$ cat src/rtl/text_pkg.sv
// Shared constants and types for the character-cell text overlay.
// Glyph geometry and font ROM latency are fixed properties of the attached font ROM.
package text_pkg;

  localparam logic [7:0] CHAR_SPACE  = 8'h20;
  localparam int         GLYPH_W     = 8;
  localparam int         GLYPH_H     = 8;
  localparam int         ROM_LATENCY = 1;

  typedef enum logic {
    ST_IDLE,
    ST_CLEAR
  } clr_state_t;

endpackage

$ cat src/rtl/text_buffer.sv
// Writable character buffer: register array reset to spaces, one write port,
// combinational read port for the renderer, and a one-entry-per-cycle clear sweep.
module text_buffer
  import text_pkg::*;
#(
  parameter int COLS = 16,
  parameter int ROWS = 2,
  parameter int AW   = $clog2(COLS * ROWS)
) (
  input  logic          clk,
  input  logic          rst,
  input  logic          wr_en,
  input  logic [AW-1:0] wr_addr,
  input  logic [7:0]    wr_char,
  input  logic          clear,
  output logic          busy,
  input  logic [AW-1:0] rd_addr,
  output logic [7:0]    rd_char
);

  localparam int DEPTH = COLS * ROWS;

  logic [7:0]    mem [DEPTH];
  clr_state_t    state_reg;
  clr_state_t    state_next;
  logic [AW-1:0] count_reg;
  logic          clr_we;
  logic          host_we;

  always_ff @(posedge clk or posedge rst) begin
    if (rst) begin
      state_reg <= ST_IDLE;
    end else begin
      state_reg <= state_next;
    end
  end

  // A clear request takes priority over a same-cycle host write.
  always_comb begin
    state_next = state_reg;
    busy       = 1'b0;
    clr_we     = 1'b0;
    host_we    = 1'b0;
    case (state_reg)
      ST_IDLE: begin
        if (clear) begin
          state_next = ST_CLEAR;
        end else if (wr_en && (int'(wr_addr) < DEPTH)) begin
          host_we = 1'b1;
        end
      end
      ST_CLEAR: begin
        busy   = 1'b1;
        clr_we = 1'b1;
        if (count_reg == AW'(DEPTH - 1)) begin
          state_next = ST_IDLE;
        end
      end
      default: state_next = ST_IDLE;
    endcase
  end

  always_ff @(posedge clk or posedge rst) begin
    if (rst) begin
      count_reg <= '0;
    end else if (clr_we && state_next == ST_CLEAR) begin
      count_reg <= count_reg + 1'b1;
    end else begin
      count_reg <= '0;
    end
  end

  always_ff @(posedge clk or posedge rst) begin
    if (rst) begin
      for (int i = 0; i < DEPTH; i++) begin
        mem[i] <= CHAR_SPACE;
      end
    end else if (clr_we) begin
      mem[count_reg] <= CHAR_SPACE;
    end else if (host_we) begin
      mem[wr_addr] <= wr_char;
    end
  end

  // Unregistered read so the renderer's stage-1 register sees the pre-write value.
  assign rd_char = mem[rd_addr];

endmodule

$ cat src/rtl/text_overlay.sv
// Text window decode and 3-stage render pipeline around an external font ROM:
// buffer lookup -> ROM fetch -> glyph bit select, with de delayed to match.
module text_overlay
  import text_pkg::*;
#(
  parameter int X0         = 64,
  parameter int Y0         = 48,
  parameter int COLS       = 16,
  parameter int ROWS       = 2,
  parameter int SCALE_LOG2 = 1
) (
  input  logic                          clk,
  input  logic                          rst,
  input  logic [9:0]                    pixel_x,
  input  logic [9:0]                    pixel_y,
  input  logic                          de_in,
  input  logic                          wr_en,
  input  logic [$clog2(COLS*ROWS)-1:0]  wr_addr,
  input  logic [7:0]                    wr_char,
  input  logic                          clear,
  output logic                          busy,
  output logic [7:0]                    ascii,
  output logic [3:0]                    row,
  input  logic [7:0]                    pixels,
  output logic                          text_on,
  output logic                          de_out
);

  localparam int AW    = $clog2(COLS * ROWS);
  localparam int CW    = $clog2(COLS);
  localparam int LW    = $clog2(ROWS);
  localparam int GX    = $clog2(GLYPH_W);
  localparam int GY    = $clog2(GLYPH_H);
  localparam int SX    = GX + SCALE_LOG2;
  localparam int SY    = GY + SCALE_LOG2;
  localparam int DEPTH = ROM_LATENCY + 1;

  localparam logic [10:0]   X_LO    = 11'(X0);
  localparam logic [10:0]   X_HI    = 11'(X0 + (COLS << SX));
  localparam logic [10:0]   Y_LO    = 11'(Y0);
  localparam logic [10:0]   Y_HI    = 11'(Y0 + (ROWS << SY));
  localparam logic [GX-1:0] BIT_MSB = GX'(GLYPH_W - 1);

  logic [9:0]    rx;
  logic [9:0]    ry;
  logic          in_win;
  logic [CW-1:0] col;
  logic [LW-1:0] text_line;
  logic [GY-1:0] glyph_row;
  logic [GX-1:0] bit_idx;
  logic [AW-1:0] rd_addr;
  logic [7:0]    rd_char;
  logic          coord_unused;

  assign in_win = de_in
                & ({1'b0, pixel_x} >= X_LO) & ({1'b0, pixel_x} < X_HI)
                & ({1'b0, pixel_y} >= Y_LO) & ({1'b0, pixel_y} < Y_HI);

  assign rx        = pixel_x - X_LO[9:0];
  assign ry        = pixel_y - Y_LO[9:0];
  assign col       = rx[SX +: CW];
  assign text_line = ry[SY +: LW];
  assign glyph_row = ry[SCALE_LOG2 +: GY];
  assign bit_idx   = rx[SCALE_LOG2 +: GX];
  assign rd_addr   = {text_line, col};

  // Only some relative-coordinate bits feed the decode; the rest are don't-care.
  assign coord_unused = ^{rx, ry};

  text_buffer #(
    .COLS (COLS),
    .ROWS (ROWS),
    .AW   (AW)
  ) u_buffer (
    .clk     (clk),
    .rst     (rst),
    .wr_en   (wr_en),
    .wr_addr (wr_addr),
    .wr_char (wr_char),
    .clear   (clear),
    .busy    (busy),
    .rd_addr (rd_addr),
    .rd_char (rd_char)
  );

  logic          in_win_pipe  [DEPTH];
  logic          de_pipe      [DEPTH];
  logic [GX-1:0] bit_idx_pipe [DEPTH];

  always_ff @(posedge clk or posedge rst) begin
    if (rst) begin
      ascii           <= CHAR_SPACE;
      row             <= 4'd0;
      in_win_pipe[0]  <= 1'b0;
      de_pipe[0]      <= 1'b0;
      bit_idx_pipe[0] <= '0;
    end else begin
      if (in_win) begin
        ascii <= rd_char;
        row   <= 4'(glyph_row);
      end else begin
        ascii <= CHAR_SPACE;
        row   <= 4'd0;
      end
      in_win_pipe[0]  <= in_win;
      de_pipe[0]      <= de_in;
      bit_idx_pipe[0] <= bit_idx;
    end
  end

  // Delay line that covers the font ROM read latency.
  for (genvar gi = 1; gi < DEPTH; gi++) begin : g_rom_delay
    always_ff @(posedge clk or posedge rst) begin
      if (rst) begin
        in_win_pipe[gi]  <= 1'b0;
        de_pipe[gi]      <= 1'b0;
        bit_idx_pipe[gi] <= '0;
      end else begin
        in_win_pipe[gi]  <= in_win_pipe[gi-1];
        de_pipe[gi]      <= de_pipe[gi-1];
        bit_idx_pipe[gi] <= bit_idx_pipe[gi-1];
      end
    end
  end

  always_ff @(posedge clk or posedge rst) begin
    if (rst) begin
      text_on <= 1'b0;
      de_out  <= 1'b0;
    end else begin
      text_on <= in_win_pipe[DEPTH-1] & pixels[BIT_MSB - bit_idx_pipe[DEPTH-1]];
      de_out  <= de_pipe[DEPTH-1];
    end
  end

endmodule

$ cat config.mk
export PLATFORM = sky130hd
export DESIGN_NAME = text_overlay
export DESIGN_NICKNAME = d
export VERILOG_FILES = /design/src/rtl/text_pkg.sv /design/src/rtl/text_buffer.sv /design/src/rtl/text_overlay.sv
export SDC_FILE = /design/constraint.sdc
export NUM_CORES = 1
export LEC_CHECK = 0
export CAP_MARGIN = 20
export CORE_ASPECT_RATIO = 0.5
export CORE_MARGIN = 3
export CORE_UTILIZATION = 30
export CTS_BUF_LIST = sky130_fd_sc_hd__clkbuf_4 sky130_fd_sc_hd__clkbuf_8
export CTS_CLUSTER_DIAMETER = 80
export DETAILED_ROUTE_END_ITERATION = 16
export REMOVE_ABC_BUFFERS = 1
export SLEW_MARGIN = 15
export SYNTH_ARGS = -nofsm -noshare
export SYNTH_HDL_FRONTEND = slang
export SYNTH_SLANG_ARGS = --single-unit
$ cat constraint.sdc
create_clock -name clk -period 10.32 [get_ports clk]
set_input_delay 1.548 -clock clk [delete_from_list [all_inputs] [get_ports clk]]
set_output_delay 1.548 -clock clk [all_outputs]
set_load 0.03 [all_outputs]
# ---- Word level (Yosys, flattened, before mapping)
# Index checks and enable logic that the tools add are counted.
dict set report word_totals {
  reg_bits 286
  input_bits 46
  word_cells 97
}
dict set report classes {
  add_sub_neg 4
  order_cmp 10
  n_eq_ne 1
  mux 22
  bitwise 12
  n_reduce_logical 4
}
# op count
set op_table {}
lappend op_table {{256-bit two-way mux} 2}
lappend op_table {{256-bit bitwise mux} 1}
lappend op_table {{224-bit bitwise AND} 1}
lappend op_table {{224-bit inverter} 1}
lappend op_table {{8-bit demux with 5-bit select} 2}
lappend op_table {{8-bit binary-select mux with 5-bit select} 1}
lappend op_table {{8-bit two-way mux} 5}
lappend op_table {{32-bit bitwise OR} 1}
lappend op_table {{6-bit >= comparator (second input constant)} 3}
lappend op_table {{5-bit inverter with 6-bit output} 3}
lappend op_table {{6-bit by 1-bit < comparator with 1-bit output (second input constant)} 2}
lappend op_table {{10-bit by 6-bit >= comparator with 1-bit output (second input constant)} 1}
lappend op_table {{10-bit by 7-bit >= comparator with 1-bit output (second input constant)} 1}
lappend op_table {{10-bit by 7-bit < comparator with 1-bit output (second input constant)} 1}
lappend op_table {{10-bit by 9-bit < comparator with 1-bit output (second input constant)} 1}
lappend op_table {{8-bit by 7-bit subtractor with 8-bit output (second input constant)} 1}
lappend op_table {{1-bit two-way mux} 7}
lappend op_table {{5-bit by 1-bit adder with 5-bit output (second input constant)} 1}
lappend op_table {{1-bit bitwise AND} 5}
lappend op_table {{5-bit == test (second input constant)} 1}
lappend op_table {{5-bit two-way mux} 1}
lappend op_table {{5-bit subtractor (second input constant)} 1}
lappend op_table {{3-bit by 4-bit < comparator with 1-bit output (second input constant)} 1}
lappend op_table {{1-bit binary-select mux with 3-bit select} 1}
lappend op_table {{other kinds (6)} 8}

# ---- Logic depth before layout (Yosys ltp)
dict set report logic_depth {
  depth_word 8
  depth_mapped 8
}

# ---- Modules after synthesis
# A second synthesis with hierarchy kept.
dict set report unflattened {
  hier_cells 1159
  hier_area_um2 14083.5
}
# module instances cells_per_inst area_each_um2 seq_area_each_um2
set by_module_without_submodules {}
lappend by_module_without_submodules {text_buffer 1 1096 13158.9 6596.3}
lappend by_module_without_submodules {text_overlay 1 63 924.6 576.8}

# ---- Least setup slack after synthesis
# No wires, ideal clock.
dict set report synth_path {
  path_type {input to register}
  from {in pixel_x[6]}
  to {reg ascii[5]}
  t_arrival_ps 2893
  required_ps 10223
  path_slack_ps 7329
  path_stages 6
  n_path_buf 1
  path_cell_list {clkinv_1 ha_1 nand2b_1 clkbuf_1 a21oi_1 o41ai_2}
}
dict set report synth_via {
  elab_chain_len 6
  word_cells_on_any_way 12
}
# item line_no
set synth_lines {}
lappend synth_lines {{start: declaration} text_overlay.sv:14} ;# input logic [9:0] pixel_x,
lappend synth_lines {{8-bit by 7-bit subtractor with 8-bit output or 10-bit by 7-bit >= comparator with 1-bit output (tied branches)} {text_overlay.sv:59, text_overlay.sv:56}}
lappend synth_lines {{5-bit inverter with 6-bit output (not written as such) or 1-bit bitwise AND (tied branches)} {text_buffer.sv:86, text_overlay.sv:56}}
lappend synth_lines {{8-bit binary-select mux with 5-bit select or 1-bit bitwise AND (tied branches)} {text_buffer.sv:86, text_overlay.sv:56}}
lappend synth_lines {{8-bit two-way mux (not written as such) or 1-bit bitwise AND (tied branches) (2 in series)} {text_buffer.sv:86, text_overlay.sv:57}}
lappend synth_lines {{8-bit two-way mux (*)} text_overlay.sv:98} ;# if (in_win) begin
lappend synth_lines {{end signal: assignment} text_overlay.sv:99} ;# ascii <= rd_char;
lappend synth_lines {{end: declaration} text_overlay.sv:22} ;# output logic [7:0] ascii,
# Every way passes the cells marked *; elsewhere a longest branch is shown, timed or not. The select of a mux whose other input is x is not followed.
# A chain may end at the register's enable or synchronous reset.

# ---- Worst setup path after layout
dict set report layout_path {
  from {in pixel_x[6]}
  to {reg ascii[3]}
}
# Same word-level chain as after synthesis.

==> impl_metrics.csv <==
group,metric,value,unit
final_layout,stdcell_count,1660,
power,p_sw_share,28.0,%
routing,routed_wl,36200,µm
power,switching_power,0.729,mW
final_layout,largest_register_ffs,256,
critical_path,path_delay_family,"buffers and inverters",
floorplan,die_w,300,µm
yosys,seq_area_frac_synth,55.4,%
sta,setup_tns,0,ns
sta,whs,0.344,ns
power,leakagePower,6.81,nW
worst_hold_path,min_path_type,"reg -> reg",
yosys,syn_inst,989,
run_status,status,"complete, no violations",
final_layout,diodes,0,
placement,dp.cells,1574,
run,maxCapViolCount,0,
yosys,async_flop_share,100,%
power,power.internal,1.88,mW
critical_path,r2r_slack,7.86,ns
cts,cts_post_setup_buffers_inserted,0,
final_layout,regMostFlops,"u_buffer.mem",
yosys,yosys-top-cells-area,"dfrtp_1 49%, a22o_1 15%, mux4_2 7.7%",
placement,post_dp_cell_area,14000,µm²
critical_path,cp_cell_sequence,"clkdlybuf4s50_1, buf_4, clkinv_1, ha_1, nand2b_1, o22ai_1, o21ai_0, and3_1",
power,fin_total_pwr,2.60,mW
sta,finalHoldViolations,0,
routing,routed_via_density,5.52,
routing,drcViolationCount,0,
critical_path,cpMaxStageDelayCell,"nand2b_1",
critical_path,worst_setup_path_start_kind,"primary input",
final_layout,final_nets,1099,
final_layout,layout-drive-gt1-share,22.8,%
critical_path,r2r-start,"u_buffer.state_reg",
final_layout,syn2layout_area_growth,16.6,%
placement,gp_congestion,0.817,
power,p_seq_share,45.8,%
placement,dpl.hpwl,22700,µm
floorplan,fp.coreArea,42300,µm²
worst_hold_path,holdPathStages,0,
cts,tritoncts,"yes",
cts,ctsResizeCount,0,
routing,ant_nets,0,
floorplan,die_y,153,µm
global_route,grt_pass1_vias,9507,
routing,avgRoutedWirePerCell,21.8,µm
critical_path,cp_max_fo,26,
power,power_density,173,nW/µm²
global_route,grtUsageTotal,15.7,%
cts,postCtsHoldBufs,0,
yosys,ys_seq_elements,285,
global_route,grt_first_pass_wirelength,57200,µm
cts,cts_root_buffer,"clkbuf_8",
sta,min_period_over_period,38.8,%
routing,vias,9162,
power,power_frac_comb,12.5,%
critical_path,r2r-end,"u_buffer.mem[214]",
sta,skew,0.0247,ns
worst_hold_path,min_to,"bit_idx_pipe[1]",
yosys,synth.largest_area_cell,"dfrtp_1",
sta,rsz0062_at_grt,"no",
critical_path,crit_required,10.83,ns
floorplan,pin_count,61,
cts,clock_latency,0.57,ns
final_layout,top_regs,"u_buffer.mem: 256 flops, ascii: 8 flops, bit_idx_pipe: 6 flops",
final_layout,final_common_cell,"dfrtp_1",
placement,portBuffers,58,
floorplan,initial_utilization,30.6,%
final_layout,final_cell_mix,"252 x dfrtp_1, 225 x a22o_1, 68 x clkbuf_8",
yosys,ys_types,48,
critical_path,arrival,4.52,ns
routing,drtIter0Drc,789,
power,power_frac_clock,41.7,%
sta,max_slew.worst_pin.slew,1.06,ns
sta,fin_ws,6.31,ns
yosys,synth_top_area_share,48.7,%
critical_path,worstSetupPathType,"in -> reg",
yosys,synth_ff_type,"dfrtp_1",
critical_path,critPathCaptureType,"register",
yosys,syn_avg_cell_area,13.1,µm²
floorplan,row_count,53,
routing,firstDrtPassIters,5,
worst_hold_path,worst_hold_startpoint,"bit_idx_pipe[4]",
critical_path,critical_path.max_stage_delay,0.59,ns
critical_path,crit_buf_inv,3,
yosys,synth_edf_count,0,
final_layout,final_util,35.7,%
cts,path_clk_slew,0.07,ns
yosys,ys_warn_count,0,
sta,max_slew_margin,29.1,%
yosys,netlist_area,12900,µm²
sta,finalSetupViolCount,0,
critical_path,reg2reg_depth,5,
sta,fin_crit,4.01,ns
global_route,grt_max_degree,136,
power,ir_drop,0.0961,mV
placement,post-place-ws,5.74,ns
sta,fmax,250,MHz
floorplan,dieArea,45800,µm²
cts,clock-sinks,285,
global_route,grt_overflow,0,
cts,cts_buffers,46,
global_route,antenna_found_initial,0,
cts,htree_levels,2,
final_layout,fin_area,15100,µm²
cts,clock_path_buffers,3,
sta,report.final.slew_viol_count,0,
-- logic make-up after synthesis --
family / share of synthesized area [%]
mux: 11.2
compound gates: 21.9
fa+ha+maj: 0.677
buf+inv: 3.78
simple gates: 6.90
xor+xnor: 0.135
flops: 55.4
other cells: 0.0290
-- cells in the mapped netlist (5+ instances only) --
master	number
a21oi_1	43
a21oi_2	32
a22o_1	225
a22oi_1	20
and2_1	8
and3_1	8
buf_2	13
buf_4	11
buf_6	5
clkbuf_1	30
dfrtp_1	252
dfstp_2	33
ha_1	7
inv_1	41
mux2i_1	46
mux4_2	44
nand2_1	17
nand3_1	8
nor2_1	24
nor2_2	14
nor2_4	13
nor3_1	34
o21ai_0	5
o221ai_1	7
o22ai_1	7
-- routing by layer --
| metal | vias to the layer above | global-route usage [%] | share of wire (%) |
|---|---|---|---|
| met5 | - | 0 | 0 |
| met4 | 0 | 4.95 | 2.4 |
| met3 | 58 | 2.44 | 6.1 |
| met2 | 315 | 24.3 | 46 |
| met1 | 4867 | 22.8 | 46 |
| li1 | 3922 | - | - |
-- area by class of cell --
cell class	instances	area, µm²
fillers	4080	27200
flip-flops and latches	285	7170
multi-input cells	599	5280
clock buffers	80	1030
well taps	577	722
repair buffers	72	698
inverters	42	165
clock inverters	5	25.0
-- power groups by stage --
stage                     logic [mW]  clock network (mW)  registers, mW
after floorplan                0.184                   0           1.20
after global placement         0.313                   0           1.21
after detailed placement       0.321                   0           1.21
after CTS                      0.322                1.10           1.19
after global routing           0.351                1.15           1.20
final                          0.324                1.09           1.19
-- how the worst max path moves through the flow --
stage,startpoint,end,slack [ns],cells past startpoint
global placement,pixel_x[6],ascii[3],5.76,8
finish,pixel_x[6],ascii[3],6.31,8
floorplan,rst,ascii[0],0.96,1
global route,pixel_x[6],ascii[3],6.22,8
detailed placement,pixel_x[6],ascii[1],5.74,8
CTS,pixel_x[6],ascii[1],6.32,8
Note: power is estimated with default switching activity, not from simulation.
